`config.mk`:
```
export PLATFORM = sky130hd
export DESIGN_NAME = rr_encoder_arbiter
export DESIGN_NICKNAME = d
export VERILOG_FILES = /design/src/rtl/arb_pkg.sv /design/src/rtl/rr_priority_encoder.sv /design/src/rtl/rr_encoder_arbiter.sv
export SDC_FILE = /design/constraint.sdc
export NUM_CORES = 1
export LEC_CHECK = 0
export CAP_MARGIN = 20
export CORE_UTILIZATION = 56
export CTS_CLUSTER_DIAMETER = 40
export DETAILED_ROUTE_END_ITERATION = 6
export PLACE_DENSITY_LB_ADDON = 0.2
export SYNTH_ARGS = -nofsm -noshare
export SYNTH_HDL_FRONTEND = slang
export SYNTH_SLANG_ARGS = --single-unit
```
`constraint.sdc`:
```
create_clock -name clk -period 2.9 [get_ports clk]
set_input_delay 0.435 -clock clk [delete_from_list [all_inputs] [get_ports clk]]
set_output_delay 0.435 -clock clk [all_outputs]
set_load 0.01 [all_outputs]
```
`src/rtl/arb_pkg.sv`:
```
// Shared definitions for the round-robin encoder arbiter.
// Purpose : requester count, index width, FSM state type and a one-hot helper
//           used by the arbiter top level and its priority encoder.
// Contents: N, IDX_W constants; state_t {IDLE, GRANT}; onehot(idx).
package arb_pkg;

  localparam int N     = 4;
  localparam int IDX_W = 2;

  typedef enum logic {
    IDLE,
    GRANT
  } state_t;

  // Expands an encoded requester index into its one-hot grant vector.
  function automatic logic [N-1:0] onehot(input logic [IDX_W-1:0] idx);
    logic [N-1:0] vec;
    vec      = '0;
    vec[idx] = 1'b1;
    return vec;
  endfunction

endpackage

```
`src/rtl/rr_priority_encoder.sv`:
```
// Rotating priority encoder.
// Purpose : picks the first set request bit scanning upward from ptr with wrap.
// Ports   : req [N-1:0]     request vector
//           ptr [IDX_W-1:0] index that currently has highest priority
//           any             at least one request is set
//           idx [IDX_W-1:0] winning requester index (meaningful when any=1)
module rr_priority_encoder
  import arb_pkg::*;
(
  input  logic [N-1:0]     req,
  input  logic [IDX_W-1:0] ptr,
  output logic             any,
  output logic [IDX_W-1:0] idx
);

  logic [2*N-1:0]   reqDbl;
  logic [N-1:0]     reqRot;
  logic [IDX_W-1:0] encRot;

  // Rotate so that bit 0 of reqRot is requester ptr, then take the lowest
  // set bit. The doubled copy of req provides the wrap-around for free.
  always_comb begin
    reqDbl = {req, req};
    reqRot = reqDbl[ptr +: N];
    encRot = '0;
    for (int i = N - 1; i >= 0; i--) begin
      if (reqRot[i]) begin
        encRot = IDX_W'(i);
      end
    end
  end

  // Undo the rotation; the IDX_W-bit add wraps naturally mod N.
  assign any = |req;
  assign idx = encRot + ptr;

endmodule

```
`src/rtl/rr_encoder_arbiter.sv`:
```
// Round-robin arbiter with encoded grant index.
// Purpose : shares one downstream resource among N requesters, holds the grant
//           until release and forces release after MAX_HOLD cycles.
// Ports   : clk, rst (async, active-high)
//           en         new grants allowed (only looked at while idle)
//           req [N-1:0]  request vector
//           done       owner releases the resource
//           gnt [N-1:0]  one-hot grant, registered
//           gnt_idx    encoded owner index, registered
//           gnt_valid  grant active, registered
//           timeout    one-cycle pulse on a hold-limit release, registered
module rr_encoder_arbiter
  import arb_pkg::*;
#(
  parameter int MAX_HOLD = 8
) (
  input  logic             clk,
  input  logic             rst,
  input  logic             en,
  input  logic [N-1:0]     req,
  input  logic             done,
  output logic [N-1:0]     gnt,
  output logic [IDX_W-1:0] gnt_idx,
  output logic             gnt_valid,
  output logic             timeout
);

  localparam logic [7:0] HOLD_LAST = 8'(MAX_HOLD - 1);

  state_t           state_q;
  logic [IDX_W-1:0] ptr_q, ptr_d;
  logic [7:0]       hold_q, hold_d;
  logic [N-1:0]     gnt_q;
  logic [IDX_W-1:0] idx_q;
  logic             valid_q;
  logic             timeout_q;

  logic             winAny;
  logic [IDX_W-1:0] winIdx;
  logic             ownerReq;
  logic             holdLimit;
  logic             relNow;

  rr_priority_encoder u_enc (
    .req (req),
    .ptr (ptr_q),
    .any (winAny),
    .idx (winIdx)
  );

  // Release decision for the current owner. done has top priority, then a
  // dropped request, then the hold limit; only the last one raises timeout.
  always_comb begin
    hold_d    = hold_q + 8'd1;
    ptr_d     = idx_q + IDX_W'(1);
    ownerReq  = req[idx_q];
    holdLimit = (hold_q == HOLD_LAST);
    relNow    = done | ~ownerReq | holdLimit;
  end

  // FSM with registered outputs. A release always lands in IDLE for one
  // cycle, which is what gives the other requesters their turn.
  always_ff @(posedge clk or posedge rst) begin
    if (rst) begin
      state_q   <= IDLE;
      ptr_q     <= '0;
      hold_q    <= '0;
      gnt_q     <= '0;
      idx_q     <= '0;
      valid_q   <= 1'b0;
      timeout_q <= 1'b0;
    end else begin
      timeout_q <= 1'b0;
      unique case (state_q)
        IDLE: begin
          if (en && winAny) begin
            state_q <= GRANT;
            gnt_q   <= onehot(winIdx);
            idx_q   <= winIdx;
            valid_q <= 1'b1;
            hold_q  <= '0;
          end
        end
        GRANT: begin
          if (relNow) begin
            state_q   <= IDLE;
            ptr_q     <= ptr_d;
            hold_q    <= '0;
            gnt_q     <= '0;
            idx_q     <= '0;
            valid_q   <= 1'b0;
            timeout_q <= holdLimit & ~done & ownerReq;
          end else begin
            hold_q <= hold_d;
          end
        end
        default: state_q <= IDLE;
      endcase
    end
  end

  assign gnt       = gnt_q;
  assign gnt_idx   = idx_q;
  assign gnt_valid = valid_q;
  assign timeout   = timeout_q;

endmodule
```
# Word-level counts from Yosys, hierarchy flattened

Cells that the tools add are included.

Bits in registers: 19
Latch bits: 0
Memory bits (writable): 0
Memory bits (read-only): 0
Bits of input ports: 8
Output and inout bits: 8
Word-level logic and storage cells: 54
Memories kept: 0

Add/sub/neg operators: 3
Multipliers: 0
Div/mod/pow operators: 0
Magnitude comparators: 3
Equality and inequality tests: 3
Shift operators: 1
Mux-type cells: 25
Bitwise logic cells: 7
Reduce and logical (&&, ||, !) cells: 5

Operators with widths:

| operator            | count |
|---|---|
| $mux 8              | 2 |
| $pmux 8 s2          | 1 |
| $mux 2              | 6 |
| $add 8x1->8 const B | 1 |
| $eq 8x3->1 const B  | 1 |
| $mux 1              | 8 |
| $mux 4              | 2 |
| $pmux 4 s2          | 1 |
| $shiftx 8x3->4      | 1 |
| $lt 2x3->1 const B  | 2 |
| $pmux 1 s2          | 2 |
| $pmux 2 s2          | 1 |
| $reduce_and 2->1    | 2 |
| $reduce_or 4->1     | 1 |
| $not 1->1           | 3 |
| $add 2x1->2 const B | 1 |
| $add 2x2->2         | 1 |
| $and 1x1->1         | 2 |
| $bmux 1 s2          | 1 |
| $demux 1 s2         | 1 |
| $ge 2x1->1 const B  | 1 |
| $logic_and 1x1->1   | 2 |
| $ne 2x1->1 const B  | 1 |
| $ne 2x2->1 const B  | 1 |
| $or 1x1->1          | 2 |

# Depth between registers and ports, before layout

Gate-level depths: netlist (run 1).

Depth in word-level cells: 12
Gate-level depth with buffers: 10

# Cells and area by module

From an unflattened synthesis (run 1), not the netlist that was laid out.

Cells, all modules: 117
Area total of the unflattened synthesis: 1099.8 sq um

Modules (own cells, without submodules):

| module              | instances | cells an instance | area an instance (sq um) | seq. area each (sq um) |
|---|---|---|---|---|
| rr_encoder_arbiter  | 1         | 95                | 938.4                    | 475.5 |
| rr_priority_encoder | 1         | 22                | 161.4                    | 0.0 |

# Worst setup path after synthesis (run 1)

Ideal clock, no wire load.

Path kind: input to register
From: input req[1]
To: register gnt_q[2] (netlist: gnt[2])
Library setup time: 122 ps
Arrival: 1842 ps
Required time: 2778 ps
Slack: 936 ps
Cell stages on the path: 8
Cell sequence: clkbuf_1 -> nor2_1 -> or4_1 -> nand3_1 -> ha_1 -> xnor2_1 -> xnor2_1 -> a32o_1

Word-level cells in the longest chain between the ends: 12
Elaborated cells between the ends (all ways): 23
Classes of those cells: add/sub: 1; order compare: 2; eq/ne: 2; shift: 1; mux: 10; bitwise: 3; reduce/logical: 4

RTL lines:

| item                                                           | line                      | RTL |
|---|---|---|
| start, declared                                                | rr_encoder_arbiter.sv:20  | `input logic [N-1:0] req,` |
| $shiftx 8x3->4                                                 | rr_priority_encoder.sv:24 | `reqRot = reqDbl[ptr +: N];` |
| $mux 2 (4 in series)                                           | rr_priority_encoder.sv:27 | `if (reqRot[i]) begin` |
| $add 2x2->2                                                    | rr_priority_encoder.sv:35 | `assign idx = encRot + ptr;` |
| $lt 2x3->1 (implied by the code) or $ge 2x1->1 (tied branches) | arb_pkg.sv:19             | `vec[idx] = 1'b1;` |
| $logic_and 1x1->1 (implied by the code)                        | arb_pkg.sv:19             |  |
| $mux 1 (implied by the code)                                   | arb_pkg.sv:19             |  |
| $demux 1 s2                                                    | arb_pkg.sv:19             |  |
| $mux 4                                                         | rr_encoder_arbiter.sv:76  | `if (en && winAny) begin` |
| $pmux 4 s2                                                     | rr_encoder_arbiter.sv:74  | `unique case (state_q)` |
| end signal, assigned                                           | rr_encoder_arbiter.sv:78  | `gnt_q <= onehot(winIdx);` |
| end, declared                                                  | rr_encoder_arbiter.sv:33  | `logic [N-1:0] gnt_q;` |

Several ways; a longest one is shown, not always the timed one. The select of a mux whose other input is x is not followed.
A chain may end at the register's enable or synchronous reset.

# Worst setup path after layout (run 1)

From: input req[0]
To: register gnt_q[2] (netlist: gnt[2])

The elaborated chain is that of the path after synthesis.

==> results of run 1 <==
==> power by group through the flow <==
| stage | registers, mW | logic [mW] | clock network, mW |
|---|---|---|---|
| after floorplan | 0.380 | 0.368 | 0 |
| after global placement | 0.416 | 0.447 | 0 |
| after detailed placement | 0.417 | 0.465 | 0 |
| after CTS | 0.413 | 0.468 | 0.139 |
| after global routing | 0.425 | 0.521 | 0.153 |
| final | 0.416 | 0.463 | 0.132 |
==> metal layers <==
| layer | vias to the layer above | wire (um) |
|---|---|---|
| li1 | 443 | - |
| met1 | 444 | 987 |
| met2 | 25 | 919 |
| met3 | 2 | 87 |
| met4 | 0 | 23 |
| met5 | - | 0 |
==> logic make-up after synthesis <==
logic type	share of synthesized area [%]
simple gates	20.11
compound gates	20.00
flops	43.68
buf+inv	5.287
xor+xnor	4.024
mux	4.598
fa+ha+maj	2.298
==> sequential cells by signal, indices dropped and copies added, names as in the netlist <==
register / cells
state_q: 1
gnt_valid: 1
gnt_idx: 2
hold_q: 8
ptr_q: 2
timeout: 1
gnt: 4
==> layout make-up <==
class	instances	area share, %
clock buffers	3	1.779
clock inverters	1	0.3953
inverters	5	1.482
multi-input cells	84	43.87
flip-flops and latches	19	37.55
well taps	25	2.470
repair buffers	16	12.45
==> per-stage QoR <==
stage,util (%),setup WS [ns]
2_1_floorplan,-,0.9361
3_3_place_gp,69.47,0.4116
3_5_place_dp,69.47,0.3426
4_1_cts,71.02,0.6438
5_1_grt,71.02,0.4906
6_report,71.02,0.6322
==> how the worst min path moves through the flow <==
stage	from	to	slack, ns	cells past startpoint
5_1_grt	gnt[0]	gnt[0]	0.53	1
3_3_place_gp	gnt[0]	gnt[0]	0.48	1
6_report	rst	hold_q[6]	0.52	2
3_5_place_dp	gnt[2]	gnt[2]	0.48	1
4_1_cts	gnt[2]	gnt[2]	0.52	1
2_1_floorplan	rst	gnt[0]	0.39	1
==> cell usage in the layout, fill, tap and decap left out, drive strengths merged <==
cell type / n
a21boi: 1
a21o: 1
a21oi: 2
a22o: 2
a32o: 2
and3b: 1
buf: 1
clkbuf: 3
clkdlybuf4s50: 15
clkinv: 1
dfrtp: 19
ha: 2
inv: 5
mux2i: 5
nand2: 13
nand2b: 2
nand3: 7
nand4b: 1
nor2: 9
nor2b: 2
nor3: 1
nor3b: 1
nor4: 4
o211ai: 1
o21a: 1
o21ai: 7
o21bai: 1
o221ai: 1
o22a: 2
o22ai: 3
o2bb2ai: 2
o311ai: 1
o31a: 1
or2: 1
or4: 2
xnor2: 3
xor2: 2
==> critical path, stage by stage <==
cell,delay [ns]
clkdlybuf4s50_1,0.58
or4_1,0.58
nand3_1,0.09
ha_1,0.16
xnor2_1,0.08
xnor2_1,0.37
a32o_1,0.22
==> flow_summary_export.csv, run 1 <==
group,metric,value,unit
outcome,outcome,"finished, final reports clean",
detailed_routing,dr.pass1.iters,4,
timing,period_minus_slack,2.268,ns
power,p_sw,0.4056,mW
yosys,synth_nets,126,
clock_tree,cts_setup_buffers,0,
grt,grt_max_degree,20,
die,initial_utilization,61.05,%
yosys,yosys-top-cells-count,"dfrtp_1 (19), nand2_1 (13), nor2_1 (9)",
clock_tree,worstSkewPairLatency,0.30,ns
detailed_routing,route.detailed.drc,0,
clock_tree,path_clk_slew,0.11,ns
clock_tree,ctsLongestPathBuffers,2,
finish,stdcell_count,153,
detailed_routing,dr.first_iter.drc_count,13,
timing,drv_slew,0,
clock_tree,h-tree-depth,1,
grt,grt_pass1_vias,782,
yosys,synth_cell_types,38,
grt,grt.busiest_layer,"met1",
worst_setup_path,arrival,2.51,ns
die,ios,16,
flow_run,drv_cap,0,
clock_tree,cts_root_buffer,"clkbuf_4",
worst_setup_path,r2r_start,"ptr_q[0]",
die,fp.coreArea,1783,um2
timing,skew,0.006478,ns
min_path,min_path_type,"input port to asynchronous set/reset pin",
grt,grt_first_pass_wirelength,3.436,mm
detailed_routing,vias,914,
die,die_h,46.09,um
worst_setup_path,startpoint_type,"input port",
die,die-area,2124,um2
power,vdd_drop_max,0.4782,mV
clock_tree,post_cts_resized,0,
power,p_comb_share,45.8,%
grt,grt_usage,23.12,%
placed_design,place_hpwl,1.491,mm
clock_tree,cts_tree,"built",
detailed_routing,vias_per_cell,5.974,
yosys,synth-edff-count,0,
grt,grt.met1_usage,33.33,%
worst_setup_path,r2r_end,"gnt[2]",
yosys,synthArstFlopShare,100.0,%
finish,multi_input_area,555.5,um2
timing,setup_tns,0,ns
worst_setup_path,r2r_cells,9,
finish,syn_to_final_growth,16.32,%
placed_design,place.gp.congestion,0.8106,
clock_tree,hold_buffers,0,
power,powerDensity,797.9,nW/um2
placed_design,port_buffers,15,
yosys,avgSynthCellArea,9.384,um2
timing,hold_ws,0.5162,ns
yosys,netlist.area_leader.share,43.68,%
power,netSwitchingFraction,40.14,%
power,clockPowerShare,13.1,%
timing,rsz0062_at_grt,"no",
placed_design,place_area,1239,um2
power,p_leak,0.5282,nW
worst_setup_path,worstSetupEndpointType,"register",
finish,final_cell_area,1266,um2
die,rows,15,
yosys,ys.flop_type,"dfrtp_1",
power,power,1.010,mW
yosys,synth_cells,116,
detailed_routing,ant_nets,0,
finish,seqCellArea,475.5,um2
timing,setup_viol,0,
yosys,synth_most_common_cell,"dfrtp_1",
finish,drive_gt1_share,7.031,%
finish,diodes,0,
worst_setup_path,critPathMaxFanout,9,
power,seqPwrFrac,41.2,%
yosys,synth_area,1089,um2
worst_setup_path,crit_required,3.14,ns
power,intPower,0.6047,mW
clock_tree,cts.sink_count,19,
finish,fill_cells,143,
yosys,synthTopCellsByArea,"dfrtp_1 (44%), mux2i_1 (4.6%), nand2_1 (4.5%), nand3_1 (3.2%), o21ai_0 (3.2%)",
yosys,seq_area_frac_synth,43.68,%
detailed_routing,wire_per_inst,13.19,um
detailed_routing,wl,2.018,mm
timing,finalHoldViolCount,0,
yosys,yosys_register_bits,19,
worst_setup_path,critical_path.startpoint,"req[0]",
worst_setup_path,r2r_slack,0.87,ns
worst_setup_path,worstSetupPathType,"input port to register",
timing,fmax,441.0,MHz
yosys,yosysWarnings,0,
worst_setup_path,endpoint,"gnt[2]",
placed_design,numPlacedInstances,149,
timing,finalCritPeriodShare,78.20,%
clock_tree,numCtsBuffers,3,
grt,antenna_found_initial,0,
finish,finalNetCount,139,
grt,grt_overflow_total,0,
yosys,synth_top_area_cell,"dfrtp_1",
grt,grtUsageMet3,4.706,%
die,die_x,46.09,um
grt,grtUsageMet2,33.24,%
timing,relSlewSlack,54.83,%
timing,tightest_slew,0.6768,ns
Note: power is estimated with default switching activity, not from simulation.
==> run 2, diff against run 1 <==
--- a/config.mk
+++ b/config.mk
@@ -6,7 +6,7 @@
 export NUM_CORES = 1
 export LEC_CHECK = 0
 export CAP_MARGIN = 20
-export CORE_UTILIZATION = 56
+export CORE_UTILIZATION = 52
 export CTS_CLUSTER_DIAMETER = 40
 export DETAILED_ROUTE_END_ITERATION = 6
 export PLACE_DENSITY_LB_ADDON = 0.2
==> constraint.sdc (replaced) <==
create_clock -name clk -period 2.2 [get_ports clk]
set_input_delay 0.33 -clock clk [delete_from_list [all_inputs] [get_ports clk]]
set_output_delay 0.33 -clock clk [all_outputs]
set_load 0.01 [all_outputs]
==> run 2 against run 1 <==
Sequential power up 32%. Core utilization fell by 0.99 points. Clock skew decreased by 0.0022 ns. Design area increased by 8.5%. Total power up 42%. Hold slack worse by 0.072 ns. Register-to-register slack worse by 0.60 ns. Sequential share of layout area shrank 2.9 points. Critical path depth unchanged. Global-route usage is 1.6 points lower. Critical path type unchanged. Critical endpoint unchanged. Largest cell class unchanged.
==> flow_summary_export.csv, run 2 (synthesis results as in run 1) <==
group,metric,value,unit
detailed_routing,dr.first_iter.drc_count,31,
clock_tree,worstSkewPairLatency,0.29,ns
power,p_leak,0.5926,nW
clock_tree,numCtsBuffers,3,
die,die-area,2281,um2
grt,grt_pass1_vias,825,
worst_setup_path,crit_chain,"clkdlybuf4s50_1, or4_1, nand3_1, ha_1, xnor2_1, xnor2_2, a32o_1",
worst_setup_path,critPathTopFamily,"simple AND/OR/NAND/NOR gates",
worst_setup_path,worstSetupEndpointType,"register",
finish,largest_reg_flops,8,
clock_tree,path_clk_slew,0.10,ns
detailed_routing,ant_nets,0,
timing,period_minus_slack,1.994,ns
die,fp.coreArea,1962,um2
detailed_routing,vias_per_cell,5.595,
timing,setup_viol,0,
timing,skew,0.004229,ns
timing,setup_tns,0,ns
outcome,outcome,"finished, final reports clean",
worst_setup_path,arrival,2.18,ns
clock_tree,hold_buffers,0,
timing,worst_slack,0.2056,ns
timing,rsz0062_at_grt,"no",
worst_setup_path,worstSetupPathType,"input port to register",
finish,layout_commonest_cell,"dfrtp_1",
timing,tightest_slew,0.7306,ns
finish,diodes,0,
placed_design,port_buffers,15,
clock_tree,cts_root_buffer,"clkbuf_4",
clock_tree,ctsLongestPathBuffers,2,
clock_tree,cts_tree,"built",
worst_setup_path,critPathMaxFanout,5,
finish,drive_gt1_share,16.31,%
worst_setup_path,crit_required,2.39,ns
grt,grt_first_pass_wirelength,3.429,mm
detailed_routing,vias,940,
grt,grt_usage,21.47,%
worst_setup_path,cp_num_buf_inv,1,
die,die_x,47.76,um
grt,grt_max_degree,20,
placed_design,dp_slack,-0.1251,ns
finish,final_cell_mix,"dfrtp_1 (18), clkdlybuf4s50_1 (15), buf_4 (14)",
detailed_routing,wire_per_inst,13.29,um
timing,fmax,501.4,MHz
timing,finalCritPeriodShare,90.65,%
grt,grt_overflow_total,0,
finish,finalNetCount,152,
detailed_routing,dr.pass1.iters,4,
grt,antenna_found_initial,0,
die,rows,16,
finish,fin_util,70.03,%
die,initial_utilization,55.48,%
placed_design,place.gp.congestion,0.7957,
finish,syn_to_final_growth,26.21,%
worst_setup_path,slowest_stage,"or4_1",
flow_run,drv_cap,0,
worst_setup_path,cpPeakStageDelay,0.55,ns
detailed_routing,route.detailed.drc,0,
timing,finalHoldViolCount,0,
power,powerDensity,1043,nW/um2
detailed_routing,wl,2.233,mm
clock_tree,cts.sink_count,19,
timing,relSlewSlack,51.24,%
min_path,min_path_type,"input port to asynchronous set/reset pin",
finish,largest_register,"hold_q",
power,power,1.434,mW
placed_design,place_hpwl,1.685,mm
die,die_h,47.76,um
clock_tree,h-tree-depth,1,
timing,drv_slew,0,
die,ios,16,
power,vdd_drop_max,0.6916,mV
worst_setup_path,startpoint_type,"input port",
[run 2: layout make-up]
class	instances	area (um2)
Fill cell	166	588.1
Multi-Input combinational cell	84	563.0
Sequential cell	19	476.7
Timing Repair Buffer	29	255.2
Tap cell	27	33.78
Clock buffer	4	26.28
Inverter	5	18.77
[run 2: path summary, 6_finish.rpt]
| kind | start | end | slack, ns | cells past startpoint |
|---|---|---|---|---|
| worst max-delay path | req[0] | gnt[2] | 0.21 | 7 |
| worst max register to register | ptr_q[0] | gnt[2] | 0.27 | 6 |
| worst min-delay path | rst | hold_q[4] | 0.44 | 2 |
| max in group asynchronous | rst | ptr_q[0] | 1.25 | 2 |
| worst min register to register | gnt[1] | gnt[1] | 0.51 | 1 |
| min in group clk | gnt[1] | gnt[1] | 0.51 | 1 |
[run 2: repair_timing]
item | 4_1_cts | 5_1_grt
setup buffers | 0 | 0
endpoints found under the setup margin | 0 | 4
gates resized for setup | 0 | 2
[run 2: power breakdown]
group          internal [mW]  switching, mW  total (mW)
combinational          0.377          0.334       0.711
sequential             0.433          0.115       0.548
clock                 0.0706          0.104       0.174
total                  0.881          0.553        1.43
[run 2: metal layers]
| layer | global-route usage, % | up-vias | part of all wire (%) |
|---|---|---|---|
| met1 | 30.40 | 440 | 47 |
| met3 | 4.528 | 4 | 4.1 |
| met2 | 33.24 | 28 | 48 |
| met4 | 6.111 | 0 | 1.3 |
| met5 | 0 | - | 0 |
| li1 | - | 468 | - |
[run 2: metrics by stage]
stage / hold WS, ns / cells / instance area [um2]
final: 0.4439 / 168 / 1374
after global routing: 0.5031 / 168 / 1374
after global placement: 0.4775 / 164 / 1339
after CTS: 0.4527 / 168 / 1365
after floorplan: 0.2811 / 116 / 1089
after detailed placement: 0.4747 / 164 / 1339
[run 2: worst reg2reg max path: cells and delay by family, from the launching register on]
family,cells,cell delay [ns]
XOR/XNOR,2,0.29
adder cells (fa/ha/maj),1,0.15
flip-flops,1,0.48
AO/OA/AOI/OAI,1,0.28
AND/OR/NAND/NOR,2,0.61
